<file path="config.mk">
export PLATFORM = sky130hd
export DESIGN_NAME = gpio_burst_tx_flat
export DESIGN_NICKNAME = d
export VERILOG_FILES = /design/src/rtl/gpio_tx_pkg.sv /design/src/rtl/gpio_burst_tx_if.sv /design/src/rtl/ack_toggle_sync.sv /design/src/rtl/gpio_burst_tx.sv /design/src/flat_wrapper.sv
export SDC_FILE = /design/constraint.sdc
export NUM_CORES = 1
export LEC_CHECK = 0
export ABC_AREA = 1
export CAP_MARGIN = 20
export CORE_UTILIZATION = 55
export CTS_BUF_LIST = sky130_fd_sc_hd__clkbuf_4
export DETAILED_ROUTE_END_ITERATION = 8
export GPL_TIMING_DRIVEN = 0
export PLACE_DENSITY = 0.85
export SYNTH_ARGS = -nofsm -noshare
export SYNTH_HDL_FRONTEND = slang
export SYNTH_SLANG_ARGS = --single-unit
</file>
<file path="constraint.sdc">
create_clock -name clk_i -period 3.38 [get_ports clk_i]
set_input_delay 0.507 -clock clk_i [delete_from_list [all_inputs] [get_ports clk_i]]
set_output_delay 0.507 -clock clk_i [all_outputs]
set_load 0.005 [all_outputs]
</file>
<file path="src/rtl/gpio_tx_pkg.sv">
// rtl/gpio_tx_pkg.sv - shared state encoding and counter sizing for the GPIO burst sender
package gpio_tx_pkg;

   typedef enum logic [2:0] {
      IDLE,
      HDR,
      WAIT,
      LOAD,
      STROBE,
      END,
      ABORT,
      GAP
   } tx_state_e;

   // Bits needed to hold values 0..max_val; never less than one bit.
   function automatic int cnt_w(input int max_val);
      return (max_val < 2) ? 1 : $clog2(max_val + 1);
   endfunction

endpackage

</file>
<file path="src/rtl/gpio_burst_tx_if.sv">
// rtl/gpio_burst_tx_if.sv - upstream FIFO, host GPIO and status signals of the burst sender
interface gpio_burst_tx_if #(
   parameter int DW    = 8,
   parameter int LEN_W = 8
);
   logic             start;
   logic [LEN_W-1:0] len;
   logic [DW-1:0]    s_data;
   logic             s_valid;
   logic             s_ready;
   logic             ack;
   logic             clk_out;
   logic [DW-1:0]    data_out;
   logic             data_oe;
   logic             busy;
   logic             done;
   logic             timeout;

   modport master (
      output start, len, s_data, s_valid, ack,
      input  s_ready, clk_out, data_out, data_oe, busy, done, timeout
   );

   modport slave (
      input  start, len, s_data, s_valid, ack,
      output s_ready, clk_out, data_out, data_oe, busy, done, timeout
   );
endinterface

</file>
<file path="src/rtl/ack_toggle_sync.sv">
// rtl/ack_toggle_sync.sv - two-flop synchroniser for the host ack toggle plus event reference
module ack_toggle_sync (
   input  logic clk_i,
   input  logic rst_i,
   input  logic ack_i,
   input  logic load_ref_i,
   input  logic consume_i,
   output logic ack_evt_o
);
   logic s1_q, s2_q;
   logic ref_q, ref_d;

   always_comb begin
      ref_d = ref_q;
      if (load_ref_i || consume_i) begin
         ref_d = s2_q;
      end
   end

   always_ff @(posedge clk_i) begin
      if (rst_i) begin
         s1_q  <= 1'b0;
         s2_q  <= 1'b0;
         ref_q <= 1'b0;
      end else begin
         s1_q  <= ack_i;
         s2_q  <= s1_q;
         ref_q <= ref_d;
      end
   end

   assign ack_evt_o = (s2_q != ref_q);
endmodule

</file>
<file path="src/rtl/gpio_burst_tx.sv">
// rtl/gpio_burst_tx.sv - sends a length header then N FIFO words to the host, one clk_out toggle each
module gpio_burst_tx
   import gpio_tx_pkg::*;
#(
   parameter int DW      = 8,
   parameter int LEN_W   = 8,
   parameter int TO_CYC  = 1024,
   parameter int GAP_CYC = 2
) (
   input logic            clk_i,
   input logic            rst_i,
   gpio_burst_tx_if.slave bus
);
   localparam int TO_W = cnt_w(TO_CYC);
   localparam int GAP_W = cnt_w(GAP_CYC);
   localparam int MAXW = (DW > LEN_W) ? DW : LEN_W;
   localparam logic [TO_W-1:0] TO_LAST = TO_W'(TO_CYC - 1);

   tx_state_e        state_q, state_d;
   logic             clk_out_q, clk_out_d;
   logic [DW-1:0]    data_out_q, data_out_d;
   logic             data_oe_q, data_oe_d;
   logic             busy_q, busy_d;
   logic             done_q, done_d;
   logic             timeout_q, timeout_d;
   logic [LEN_W-1:0] rem_q, rem_d;
   logic [TO_W-1:0]  to_cnt_q, to_cnt_d;
   logic [GAP_W-1:0] gap_cnt_q, gap_cnt_d;
   logic             load_ref, consume, ack_evt, s_ready;
   logic [MAXW-1:0]  len_ext;
   logic [DW-1:0]    hdr_word;

   ack_toggle_sync u_ack_sync (
      .clk_i      (clk_i),
      .rst_i      (rst_i),
      .ack_i      (bus.ack),
      .load_ref_i (load_ref),
      .consume_i  (consume),
      .ack_evt_o  (ack_evt)
   );

   // Header word is the length zero-extended or truncated to the data bus.
   assign len_ext  = MAXW'(bus.len);
   assign hdr_word = len_ext[DW-1:0];

   always_comb begin
      state_d    = state_q;
      clk_out_d  = clk_out_q;
      data_out_d = data_out_q;
      data_oe_d  = data_oe_q;
      busy_d     = busy_q;
      done_d     = 1'b0;
      timeout_d  = 1'b0;
      rem_d      = rem_q;
      to_cnt_d   = to_cnt_q;
      gap_cnt_d  = gap_cnt_q;
      load_ref   = 1'b0;
      consume    = 1'b0;
      s_ready    = 1'b0;
      case (state_q)
         IDLE: begin
            if (bus.start) begin
               rem_d      = bus.len;
               busy_d     = 1'b1;
               data_out_d = hdr_word;
               data_oe_d  = 1'b1;
               load_ref   = 1'b1;
               state_d    = HDR;
            end
         end
         HDR, STROBE: begin
            clk_out_d = ~clk_out_q;
            to_cnt_d  = '0;
            state_d   = WAIT;
         end
         WAIT: begin
            // An ack landing on the expiry cycle still counts as an ack.
            if (ack_evt) begin
               consume = 1'b1;
               if (rem_q == '0) begin
                  data_oe_d = 1'b0;
                  done_d    = 1'b1;
                  state_d   = END;
               end else begin
                  state_d = LOAD;
               end
            end else if ((TO_CYC != 0) && (to_cnt_q == TO_LAST)) begin
               data_oe_d = 1'b0;
               timeout_d = 1'b1;
               state_d   = ABORT;
            end else begin
               to_cnt_d = to_cnt_q + TO_W'(1);
            end
         end
         LOAD: begin
            s_ready = 1'b1;
            if (bus.s_valid) begin
               data_out_d = bus.s_data;
               rem_d      = rem_q - LEN_W'(1);
               state_d    = STROBE;
            end
         end
         END, ABORT: begin
            gap_cnt_d = GAP_W'(GAP_CYC);
            state_d   = GAP;
         end
         GAP: begin
            if (gap_cnt_q == '0) begin
               clk_out_d = 1'b0;
               busy_d    = 1'b0;
               state_d   = IDLE;
            end else begin
               gap_cnt_d = gap_cnt_q - GAP_W'(1);
            end
         end
         default: state_d = IDLE;
      endcase
   end

   always_ff @(posedge clk_i) begin
      if (rst_i) begin
         state_q    <= IDLE;
         clk_out_q  <= 1'b0;
         data_out_q <= '0;
         data_oe_q  <= 1'b0;
         busy_q     <= 1'b0;
         done_q     <= 1'b0;
         timeout_q  <= 1'b0;
         rem_q      <= '0;
         to_cnt_q   <= '0;
         gap_cnt_q  <= '0;
      end else begin
         state_q    <= state_d;
         clk_out_q  <= clk_out_d;
         data_out_q <= data_out_d;
         data_oe_q  <= data_oe_d;
         busy_q     <= busy_d;
         done_q     <= done_d;
         timeout_q  <= timeout_d;
         rem_q      <= rem_d;
         to_cnt_q   <= to_cnt_d;
         gap_cnt_q  <= gap_cnt_d;
      end
   end

   assign bus.s_ready  = s_ready;
   assign bus.clk_out  = clk_out_q;
   assign bus.data_out = data_out_q;
   assign bus.data_oe  = data_oe_q;
   assign bus.busy     = busy_q;
   assign bus.done     = done_q;
   assign bus.timeout  = timeout_q;
endmodule
</file>
<file path="src/flat_wrapper.sv">
// flat-port wrapper written by rule: the top's interface ports become plain ports
module gpio_burst_tx_flat import gpio_tx_pkg::*;
#(
   parameter int DW      = 8,
   parameter int LEN_W   = 8,
   parameter int TO_CYC  = 1024,
   parameter int GAP_CYC = 2
)
  (clk_i, rst_i, bus_start, bus_len, bus_s_data, bus_s_valid, bus_ack, bus_s_ready, bus_clk_out, bus_data_out, bus_data_oe, bus_busy, bus_done, bus_timeout);
  gpio_burst_tx_if #(.DW(DW), .LEN_W(LEN_W)) bus_i ();
  input logic clk_i;
  input logic rst_i;
  input wire logic [$bits(bus_i.start)-1:0] bus_start;
  input wire logic [$bits(bus_i.len)-1:0] bus_len;
  input wire logic [$bits(bus_i.s_data)-1:0] bus_s_data;
  input wire logic [$bits(bus_i.s_valid)-1:0] bus_s_valid;
  input wire logic [$bits(bus_i.ack)-1:0] bus_ack;
  output wire logic [$bits(bus_i.s_ready)-1:0] bus_s_ready;
  output wire logic [$bits(bus_i.clk_out)-1:0] bus_clk_out;
  output wire logic [$bits(bus_i.data_out)-1:0] bus_data_out;
  output wire logic [$bits(bus_i.data_oe)-1:0] bus_data_oe;
  output wire logic [$bits(bus_i.busy)-1:0] bus_busy;
  output wire logic [$bits(bus_i.done)-1:0] bus_done;
  output wire logic [$bits(bus_i.timeout)-1:0] bus_timeout;
  assign bus_i.start = bus_start;
  assign bus_i.len = bus_len;
  assign bus_i.s_data = bus_s_data;
  assign bus_i.s_valid = bus_s_valid;
  assign bus_i.ack = bus_ack;
  assign bus_s_ready = bus_i.s_ready;
  assign bus_clk_out = bus_i.clk_out;
  assign bus_data_out = bus_i.data_out;
  assign bus_data_oe = bus_i.data_oe;
  assign bus_busy = bus_i.busy;
  assign bus_done = bus_i.done;
  assign bus_timeout = bus_i.timeout;
  gpio_burst_tx #(.DW(DW), .LEN_W(LEN_W), .TO_CYC(TO_CYC), .GAP_CYC(GAP_CYC)) u_core (.clk_i(clk_i), .rst_i(rst_i), .bus(bus_i));
endmodule
</file>
# After elaboration in Yosys (flattened, before gate mapping)
# Cells that the tools add are included.
# classes
eq_ne	17
muxes	32
reduce_logical	21
addsub	3
bitwise	3
# ops
operator	count
8-bit one-hot mux with 2 select lines	2
8-bit two-way mux	3
11-bit two-way mux	2
11-bit one-hot mux with 2 select lines	1
3-bit two-way mux	6
3-bit one-hot mux with 6 select lines	1
3-bit == test (second input constant)	4
1-bit two-way mux	12
2-bit nonzero test	6
11-bit by 1-bit adder with 11-bit output (second input constant)	1
11-bit by 10-bit == test with 1-bit output (second input constant)	1
2-bit inequality test (second input constant)	5
3-bit AND reduction	3
8-bit zero test	1
4-bit AND reduction	2
8-bit by 1-bit subtractor with 8-bit output (second input constant)	1
3-bit by 2-bit == test with 1-bit output (second input constant)	2
1-bit one-hot mux with 2 select lines	3
3-bit OR reduction	2
2-bit one-hot mux with 2 select lines	1
2-bit AND reduction	2
2-bit OR reduction	2
3-bit by 1-bit == test with 1-bit output (second input constant)	1
3-bit zero test	1
9 further kinds	11
# word_totals
regBits	40
elab_cells	89
output_inout_bits	14
input_bits	21

# Longest topological paths before layout
# Gate-level depths: netlist of run 1.
# depth
ltp_word	4
mapped_depth	11

# Modules after synthesis
# Synthesis of run 1 repeated with hierarchy kept, for this count alone.
# hier_totals
hier_cells	309
area_unflattened_um2	2118.3
# by_module_without_submodules
module	instances	area_each_um2	seq_area_each_um2	cells_each
gpio_burst_tx	1	2003.2	740.7	294
ack_toggle_sync	1	115.1	60.1	15

# Least setup slack after synthesis of run 1
# OpenSTA, ideal clock, no wires.
# synth_timing
path_type	register to register
startpoint	register u_core.to_cnt_q[0]
endpoint	register u_core.to_cnt_q[8]
path_stages_with_launch	12
required_time_ns	3.324
arrival_ns	1.369
slack_ns	1.955
path_cell_list	dfxtp_1 > ha_1 > nand2_1 > nor2_2 > nand3_1 > nand2_2 > nand2_4 > nor2_4 > inv_2 > nand2_1 > nand2_1 > inv_1
# synth_via
elab_chain_cells	4
elab_cells_between_ends	7
# synth_lines
element	line_no	source
start: declaration	gpio_burst_tx.sv:27	logic [TO_W-1:0] to_cnt_q, to_cnt_d;
start signal: assignment	gpio_burst_tx.sv:141	to_cnt_q <= to_cnt_d;
11-bit by 1-bit adder with 11-bit output	gpio_burst_tx.sv:92	to_cnt_d = to_cnt_q + TO_W'(1);
11-bit two-way mux	gpio_burst_tx.sv:87	end else if ((TO_CYC != 0) && (to_cnt_q == TO_LAST)) begin
11-bit two-way mux	gpio_burst_tx.sv:78	if (ack_evt) begin
11-bit one-hot mux with 2 select lines	gpio_burst_tx.sv:60	case (state_q)
# Parallel ways exist; a longest one is shown, timed or not. The select of a mux whose other input is x is not followed.
# A chain may end at the register's enable or synchronous reset.

# Final worst setup path of run 1
# layout_timing
startpoint	register u_core.state_q[1]
endpoint	output port bus_s_ready
# layout_via
elab_chain_cells	2
# layout_lines
element	line_no	source
start: declaration	gpio_burst_tx.sv:19	tx_state_e state_q, state_d;
start signal: assignment	gpio_burst_tx.sv:133	state_q <= state_d;
3-bit by 2-bit == test with 1-bit output	gpio_burst_tx.sv:60	
1-bit two-way mux	gpio_burst_tx.sv:60	
end: declaration	flat_wrapper.sv:18	output wire logic [$bits(bus_i.s_ready)-1:0] bus_s_ready;
# No other way between the ends.

==> impl_results.md, run 1 <==
* Status: completed
* Drt pass-1 iters at 4
* Reg area at 801 um2
* Width of the die at around 63 um
* Reg2reg setup slack at between 1500 and 2000 ps
* FF-to-FF path depth at 11
* HP Start: u_core.u_ack_sync.s1_q
* Psw at approximately 0.9 mW
* Worst Hold End: u_core.u_ack_sync.s2_q
* WHS at between 400 and 500 ps
* Detailed-route via count at 2024
* Sum Neg Setup Slack at 0 ps
* Final Hold Viols at 0
* Worst hold path depth at 2
* Worst setup EP type: output pin
* Layout area overhead at 25.1%
* Global route hottest layer: met2
* Detailed-route wire length per cell at between 10 and 15 um
* Total power at approximately 2.2 mW
* Final instance area at around 2600 um2
* Area of the multi-input gates at 1070 um2
* DR DRC count at 0
* Overall Global Routing Usage at 0.244
* Yosys cell types at 31
* Clock share of power at 0.215
* Initial antenna violation count at 0
* DR vias/cell at ~5.2
* Final nets at between 300 and 400
* Buffers on Ports at 33
* Syn_nets at between 300 and 400
* Die Area at 3990 um2
* Post-CTS Setup Repair Bufs at 0
* R2R Path End: u_core.to_cnt_q[8]
* Mapped Cells at 305
* CP max FO at 10
* Clk sink count at 40
* Final Max Tran Viols at 0
* GPL Wtd Cong at around 0.86
* Final ANT Viol Nets at 0
* Final worst path period share at 0.725
* Average footprint of a synthesized cell at slightly below 7 um2
* Initial core utilization at 0.593
* Hold Crit Class: register to register
* GR Util met2 at 0.411
* Crit path arrival time at 1940 ps
* Peak VDD IR at between 0.5 and 0.6 mV
* Design internal power at about 1.3 mW
* Detailed router's first-iteration violation count at 152
* Placed Area at 2440 um2
* Reg2reg start: u_core.to_cnt_q[0]
* Worst EP required at between 2000 and 3000 ps
* DP HPWL at between 3000 and 4000 um
* Total CTS buffers at 5
* Slew HR at 0.678
* PostCTS Resize Cnt at 0
* Least-Margin Pin Slew at 482 ps
* Diode count at 0
* Sw Share at 0.400
* Tmin final at 2450 ps
* Clk buf depth at 2
* Share of cells above drive strength 1 at 0.0780
* Hold-fix buffers, CTS at 0
* Die Height at ~63 um
* Final setup fails at 0
* Combinational share of power at 0.469
* Setup Skew at ~9.5 ps
* CTS tree: done
* Critical path launch point type: register
* Ys Warns at 0
* Vias in the first global route at around 1800
* Sequential share of power at 0.315
* Seq/Total Area, Yosys at 0.390
* Post-synthesis cell area at ~2000 um2
* CTS root buf: clkbuf_4
* Fmax at ~400 MHz
* IO Pins at 35
* Final WL at roughly 4500 um
* Clock transition at path regs at around 130 ps
* Met1 global-route usage at 0.298
* Unrepaired setup endpoints after global routing: false
* H-Tree Depth at 2
* GRT met3 Usage at 0.0598
* Leakage at around 1.1 nW
* Core Area at roughly 3500 um2
* Post-synthesis register bit count at 40
* Max Cap Viol at 0
* Filler cell count in the final layout at just over 300
* Clock latency on the worst-skew pair at approximately 360 ps
* Pwr/cell area at 850 nW/um2
* FP Rows at 21
* Largest net degree at the start of global routing at 14
* Grt total ovfl at 0
* First-pass GRT wire length at slightly below 8000 um
* Crit path kind: register to output pin
## cell usage after synthesis
cell type   n  area share
o21ai_1     6       0.015
nand3_4     1      0.0085
nand3_2     1      0.0049
dfxtp_1    40        0.39
inv_1      36       0.066
xnor2_1     1      0.0043
nand3b_1    1      0.0037
nand2_2     4       0.012
nand2_4     1      0.0055
a31oi_1     3      0.0091
buf_4       1      0.0037
a21boi_1    1      0.0037
clkbuf_1    3      0.0055
nor2_1     36       0.066
nand3_1    18       0.044
a21oi_1    36       0.088
o21ai_0    19       0.046
a21o_1      1      0.0037
nor3_1      2      0.0049
o211ai_2    1      0.0061
nor2_2      2      0.0061
a211oi_1    1      0.0037
nand4_1     2      0.0061
nor2_4      2       0.011
buf_6       1      0.0055
ha_1        4       0.024
inv_2       3      0.0055
mux2i_1     1      0.0049
nand2_1    74        0.14
buf_2       2      0.0049
xor2_1      1      0.0043
## metal layers
metal	routed length, um	up-vias
li1	-	1069
met1	2040	894
met2	2130	52
met3	243	9
met4	86	0
met5	0	-
## stage by stage
stage	setup slack, ps	utilization	std cells
4_1_cts	951	0.741	392
2_1_floorplan	1960	-	305
6_report	929	0.741	392
3_5_place_dp	1360	0.705	384
5_1_grt	842	0.741	392
3_3_place_gp	1370	0.705	384
## critical path, stage by stage (launching register included)
cell and delay (ps):
dfxtp_1 490, nand2_2 140, nor2_4 170, buf_2 250, clkdlybuf4s50_1 540
## power by group through the flow
stage,combinational (mW),clock [mW],sequential (mW)
finish,1.03,0.470,0.689
global route,1.16,0.496,0.707
CTS,1.02,0.478,0.689
detailed placement,1.01,0,0.698
global placement,0.989,0,0.696
floorplan,0.722,0,0.690
## sequential cells by signal, summed over array words and instances, names as in the netlist
signal and count:
u_core.to_cnt_q 11, u_core.bus.data_out 8, u_core.rem_q 8, u_core.state_q 3
u_core.gap_cnt_q 2, u_core.bus.busy 1, u_core.bus.clk_out 1, u_core.bus.data_oe 1
u_core.bus.done 1, u_core.bus.timeout 1, u_core.u_ack_sync.ref_q 1, u_core.u_ack_sync.s1_q 1
u_core.u_ack_sync.s2_q 1
## cell usage in the layout, fill, tap and decap left out, types with 2 or more instances in the layout
master,n
a21oi_1,36
nor3_1,2
bufinv_16,3
nor2_1,36
nand2_2,4
a31oi_1,3
clkbuf_4,5
buf_2,2
nand2_1,74
nor2_2,2
dfxtp_1,40
nand4_1,2
clkbuf_1,3
nand3_1,18
inv_1,36
inv_2,3
o21ai_1,6
nor2_4,2
ha_1,4
clkdlybuf4s50_1,33
o21ai_0,19
## logic make-up after synthesis
| logic type | count (synthesis) | synth area share |
|---|---|---|
| buf+inv | 46 | 0.0907 |
| flops | 40 | 0.390 |
| mux | 1 | 0.00487 |
| xor+xnor | 2 | 0.00852 |
| compound gates | 68 | 0.175 |
| simple gates | 144 | 0.307 |
| fa+ha+maj | 4 | 0.0243 |
## layout make-up
class                   count  share of cell area
clock inverters             3              0.0350
multi-input cells         219               0.416
plain buffers               7              0.0156
inverters                  39              0.0569
well taps                  46              0.0224
flip-flops and latches     40               0.311
clock buffers               5              0.0146
repair buffers             33               0.128
## how the worst max path moves through the flow
| stage | start | to |
|---|---|---|
| floorplan | u_core.to_cnt_q[0] | u_core.to_cnt_q[8] |
| global placement | u_core.state_q[1] | bus_s_ready |
| detailed placement | u_core.state_q[1] | bus_s_ready |
| CTS | u_core.state_q[1] | bus_s_ready |
| global route | u_core.state_q[1] | bus_s_ready |
| finish | u_core.state_q[1] | bus_s_ready |
No activity file was read; power rests on OpenSTA's default activity.
==> inputs of run 2 (changes only) <==
Settings changed: CORE_UTILIZATION 55 to 49, PLACE_DENSITY 0.85 to 0.81.
Clock period 3.38 ns to 2 ns, I/O delays scaled along.
==> impl_results.md, run 2 (same netlist as run 1, synthesis figures left out) <==
* Fmax at 516 MHz
* R2R Path End: u_core.to_cnt_q[0] (was u_core.to_cnt_q[8])
* DR DRC count at 0 (unchanged)
* Peak VDD IR at 0.872 mV (was 0.590 mV)
* DR vias/cell at 5.07 (was 5.16)
* HP Start: rst_i (was u_core.u_ack_sync.s1_q)
* Clock latency on the worst-skew pair at 360 ps (about the same)
* Final Hold Viols at 0 (unchanged)
* Width of the die at 66.8 um (was 63.1 um)
* Worst EP required at 1700 ps (was 2870 ps)
* Share of cells above drive strength 1 at 0.0943 (was 0.0780)
* WHS at 342 ps (was 402 ps)
* Final WL at 4500 um (was 4510 um)
* Number of flip-flops in the largest register at 11 (unchanged)
* Leakage at 1.12 nW (about the same)
* Detailed router's first-iteration violation count at 134 (was 152)
* FF-to-FF path depth at 9 (was 11)
* Reg2reg start: u_core.to_cnt_q[0] (unchanged)
* IO Pins at 35 (unchanged)
* Max Cap Viol at 0 (unchanged)
* Status: completed (unchanged)
* Final ANT Viol Nets at 0 (unchanged)
* Worst setup EP type: output pin (unchanged)
* Most frequent cells in the layout: 74 x nand2_1, 38 x dfxtp_1, 36 x inv_1, 36 x nor2_1, 36 x a21oi_1 (was 74 x nand2_1, 40 x dfxtp_1, 36 x inv_1, 36 x nor2_1, 36 x a21oi_1)
* Grt total ovfl at 0 (unchanged)
* Die Height at 66.8 um (was 63.1 um)
* CTS root buf: clkbuf_4 (unchanged)
* DP HPWL at 3350 um (was 3330 um)
* Largest reg by FF count: u_core.to_cnt_q (unchanged)
* Final instance area at 2570 um2 (about the same)
* Critical path launch point type: register (unchanged)
* Setup Skew at 8.98 ps (was 9.50 ps)
* Layout area overhead at 25.0% (was 25.1%)
* Initial core utilization at 0.514 (was 0.593)
* Clk sink count at 40 (unchanged)
* Initial antenna violation count at 0 (unchanged)
* Clock transition at path regs at 120 ps (was 130 ps)
* Commonest non-fill, non-tap cell in the layout: nand2_1 (unchanged)
* First-pass GRT wire length at 7720 um (was 7690 um)
* Filler cell count in the final layout at 372 (was 302)
* Drt pass-1 iters at 4 (unchanged)
* Worst Hold End: u_core.state_q[1] (was u_core.u_ack_sync.s2_q)
* Buffers on Ports at 33 (unchanged)
* Total CTS buffers at 5 (unchanged)
* Least-Margin Pin Slew at 460 ps (was 482 ps)
* Final setup fails at 0 (unchanged)
* Crit path kind: register to output pin (unchanged)
* Reg2reg setup slack at 290 ps (was 1700 ps)
* Slew HR at 0.693 (was 0.678)
* Vias in the first global route at 1857 (was 1793)
* Die Area at 4460 um2 (was 3990 um2)
* Final Max Tran Viols at 0 (unchanged)
* GPL Wtd Cong at 0.809 (was 0.858)
* Overall Global Routing Usage at 0.227 (was 0.244)
* Crit path arrival time at 1640 ps (was 1940 ps)
* Clk buf depth at 2 (unchanged)
* Detailed-route wire length per cell at 11.2 um (was 11.5 um)
* FP Rows at 23 (was 21)
* Sum Neg Setup Slack at 0 ps (unchanged)
* Final nets at 374 (was 370)
* Diode count at 0 (unchanged)
* Pwr/cell area at 1350 nW/um2 (was 850 nW/um2)
* CTS tree: done (unchanged)
* Worst hold path depth at 2 (unchanged)
* Largest net degree at the start of global routing at 13 (was 14)
* Placed Area at 2450 um2 (was 2440 um2)
* Detailed-route via count at 2029 (was 2024)
* Final worst path period share at 0.969
* Core Area at 4000 um2 (was 3470 um2)
* Hold Crit Class: input port to register (was register to register)
* CP max FO at 7 (was 10)
* Tmin final at just under 2000 ps
* Hold-fix buffers, CTS at 0 (unchanged)
* H-Tree Depth at 2 (unchanged)
==> run 2: cell types whose count changed in the layout (fill, tap and decap cells not counted) <==
| cell | delta |
|---|---|
| buf_2 | -1 |
| buf_4 | +4 |
| buf_6 | +1 |
| bufinv_16 | -2 |
| clkbuf_4 | +1 |
| clkinv_2 | +1 |
| dfxtp_1 | -2 |
| dfxtp_2 | +1 |
| dfxtp_4 | +1 |
==> run 2: worst max-delay path: stages, from the launching register on <==
cell             delay [ps]
dfxtp_4                 400
nand2_2                 100
nor2_4                  150
buf_6                   140
clkdlybuf4s50_1         490
==> run 2: layout make-up <==
| cell class | instances | area [um2] | area share |
|---|---|---|---|
| multi-input cells | 219 | 1070 | 0.416 |
| well taps | 50 | 62.6 | 0.0243 |
| clock buffers | 6 | 45.0 | 0.0175 |
| plain buffers | 7 | 46.3 | 0.0180 |
| repair buffers | 37 | 360 | 0.140 |
| clock inverters | 2 | 35.0 | 0.0136 |
| inverters | 39 | 146 | 0.0570 |
| flip-flops and latches | 40 | 806 | 0.314 |
==> run 2: routing by layer <==
metal,share of wire,GRT usage,vias up
li1,-,-,1075
met1,0.47,0.263,895
met2,0.48,0.410,49
met3,0.040,0.0428,10
met4,0.016,0.0824,0
met5,0,0,-
==> run 2: repair_timing <==
action,CTS,global route
gates resized for setup,5,0
buffers inserted,0,4
endpoints found under the setup margin,1,1
pin swaps,0,1
==> run 2: report_power, final <==
group,internal (mW),switching (mW),total (mW)
clock,0.276,0.275,0.551
sequential,1.02,0.154,1.18
combinational,0.705,1.04,1.75
==> run 2: how the worst max path moves through the flow <==
| stage | from | endpoint | slack (ps) | cells past startpoint |
|---|---|---|---|---|
| floorplan | u_core.to_cnt_q[0] | u_core.to_cnt_q[8] | 580 | 11 |
| global placement | u_core.state_q[1] | bus_s_ready | 210 | 4 |
| detailed placement | u_core.state_q[1] | bus_s_ready | 200 | 4 |
| CTS | u_core.state_q[1] | bus_s_ready | 2 | 4 |
| global route | u_core.state_q[1] | bus_s_ready | -7 | 4 |
| finish | u_core.state_q[1] | bus_s_ready | 60 | 4 |
==> run 2: through the flow <==
step	instances	worst slack (ps)	utilization	power (mW)
after floorplan	305	575	-	2.39
after global placement	388	206	0.612	2.86
after detailed placement	388	202	0.612	2.89
after CTS	396	2.01	0.635	3.46
after global routing	400	-7.17	0.642	3.78
final	400	61.9	0.642	3.47
==> inputs of run 3 (changes only) <==
Settings changed: REMOVE_ABC_BUFFERS from default to 1.
==> impl_results.md, run 3 (same netlist as run 1, synthesis figures left out) <==
* GPL Wtd Cong at 0.899 (was 0.809)
* Crit path from: u_core.state_q[1] (unchanged)
* Leakage at 1.07 nW (was 1.12 nW)
* Diode count at 0 (unchanged)
* Slew HR at 0.497 (was 0.693)
* Unrepaired setup endpoints after global routing: false
* Die Height at 66.8 um (unchanged)
* Worst EP required at 1700 ps (about the same)
* Width of the die at 66.8 um (unchanged)
* Commonest non-fill, non-tap cell in the layout: nand2_1 (unchanged)
* Reg2reg start: u_core.to_cnt_q[0] (unchanged)
* Grt total ovfl at 0 (unchanged)
* Clk sink count at 40 (unchanged)
* Drt pass-1 iters at 5 (was 4)
* Fmax at 533 MHz (was 516 MHz)
* Die Area at 4460 um2 (unchanged)
* Buffers on Ports at 34 (was 33)
* Critical path launch point type: register (unchanged)
* DP HPWL at 3190 um (was 3350 um)
* Clock latency on the worst-skew pair at 350 ps (was 360 ps)
* Largest reg by FF count: u_core.to_cnt_q (unchanged)
* H-Tree Depth at 2 (unchanged)
* Max Cap Viol at 0 (unchanged)
* Layout area overhead at 20.9% (was 25.0%)
* Final ANT Viol Nets at 0 (unchanged)
* Clock transition at path regs at 110 ps (was 120 ps)
* Worst setup EP type: output pin (unchanged)
* Final worst path period share at 0.938 (was 0.969)
* R2R Path End: u_core.to_cnt_q[8] (was u_core.to_cnt_q[0])
* Final Hold Viols at 0 (unchanged)
* Setup Skew at 11.9 ps (was 8.98 ps)
* CTS tree: done (unchanged)
* Peak VDD IR at 0.680 mV (was 0.872 mV)
* Detailed router's first-iteration violation count at 126 (was 134)
* Clk buf depth at 2 (unchanged)
* CP endpoint: bus_s_ready (unchanged)
* Hold Crit Class: register to register (was input port to register)
* Hold-fix buffers, CTS at 0 (unchanged)
* Overall Global Routing Usage at 0.225 (was 0.227)
* Largest net degree at the start of global routing at 19 (was 13)
* First-pass GRT wire length at 7520 um (was 7720 um)
* Total power at 3.25 mW (was 3.47 mW)
* Number of flip-flops in the largest register at 11 (unchanged)
* Share of cells above drive strength 1 at 0.0735 (was 0.0943)
* Crit path arrival time at 1580 ps (was 1640 ps)
* Final setup fails at 0 (unchanged)
* Initial core utilization at 0.514 (unchanged)
* Least-Margin Pin Slew at 753 ps (was 460 ps)
* DR vias/cell at 5.18 (was 5.07)
* Initial antenna violation count at 0 (unchanged)
* Status: completed (unchanged)
* Final nets at 365 (was 374)
* FF-to-FF path depth at 11 (was 9)
* FP Rows at 23 (unchanged)
* Reg2reg setup slack at 270 ps (was 290 ps)
* Final WL at 4540 um (was 4500 um)
* Vias in the first global route at 1797 (was 1857)
* Detailed-route wire length per cell at 11.6 um (was 11.2 um)
* Core Area at 4000 um2 (unchanged)
* Most frequent cells in the layout: 74 x nand2_1, 38 x dfxtp_1, 36 x inv_1, 36 x nor2_1, 36 x a21oi_1 (unchanged)
* Pwr/cell area at 1310 nW/um2 (was 1350 nW/um2)
* CP max FO at 6 (was 7)
* Crit path kind: register to output pin (unchanged)
* Sum Neg Setup Slack at 0 ps (unchanged)
* DR DRC count at 0 (unchanged)
* Total CTS buffers at 5 (unchanged)
* Detailed-route via count at 2019 (was 2029)
* Tmin final at 1880 ps (was 1940 ps)
* IO Pins at 35 (unchanged)
* CTS root buf: clkbuf_4 (unchanged)
* Final Max Tran Viols at 0 (unchanged)
-- run 3: timing repair --
item / in CTS / in global routing
gates resized for setup: 0 / 3
endpoints found under the setup margin: 1 / 5
endpoints found under the hold margin: 0 / 0
pin swaps: 1 / 0
buffers inserted: 1 / 0
-- run 3: final cells by class --
| class | instances | area (um2) |
|---|---|---|
| Multi-Input combinational cell | 219 | 1080 |
| Tap cell | 50 | 62.6 |
| Clock buffer | 6 | 45.0 |
| Inverter | 39 | 146 |
| Sequential cell | 40 | 803 |
| Timing Repair Buffer | 35 | 348 |
| Clock inverter | 1 | 5.00 |
| Fill cell | 374 | 1510 |
-- run 3: worst min-delay path by stage --
stage,from,endpoint,slack (ps),cells past startpoint
floorplan,rst_i,u_core.bus.busy,370,1
global placement,u_core.u_ack_sync.s1_q,u_core.u_ack_sync.s2_q,400,2
detailed placement,u_core.u_ack_sync.s1_q,u_core.u_ack_sync.s2_q,410,2
CTS,u_core.u_ack_sync.s1_q,u_core.u_ack_sync.s2_q,420,2
global route,u_core.u_ack_sync.s1_q,u_core.u_ack_sync.s2_q,450,2
finish,u_core.u_ack_sync.s1_q,u_core.u_ack_sync.s2_q,420,2
-- run 3: stage by stage --
step           cells  instance area [um2]   util  setup slack, ps  hold WS [ps]
2_1_floorplan    298                 2020      -              504           369
3_3_place_gp     382                 2420  0.605             -238           399
3_5_place_dp     382                 2420  0.605             -228           408
4_1_cts          390                 2480  0.619             62.6           424
5_1_grt          390                 2490  0.622             1.07           450
6_report         390                 2490  0.622              124           425
-- run 3: routing by layer --
metal / track usage / up-vias / routed length, um
met5: 0 / - / 0
met4: 0.0824 / 0 / 59
met3: 0.0616 / 10 / 233
met2: 0.366 / 68 / 2120
met1: 0.280 / 889 / 2130
li1: - / 1052 / -
-- run 3: where the power goes --
part	internal [mW]	switching (mW)
combinational	0.628	1.04
sequential	1.02	0.162
clock	0.143	0.260
total	1.79	1.46
-- run 3: critical path, cell delays in order, from the launching register on --
cell and delay (ps):
dfxtp_2 440, nand2_2 120, nor2_4 150, clkdlybuf4s50_1 510
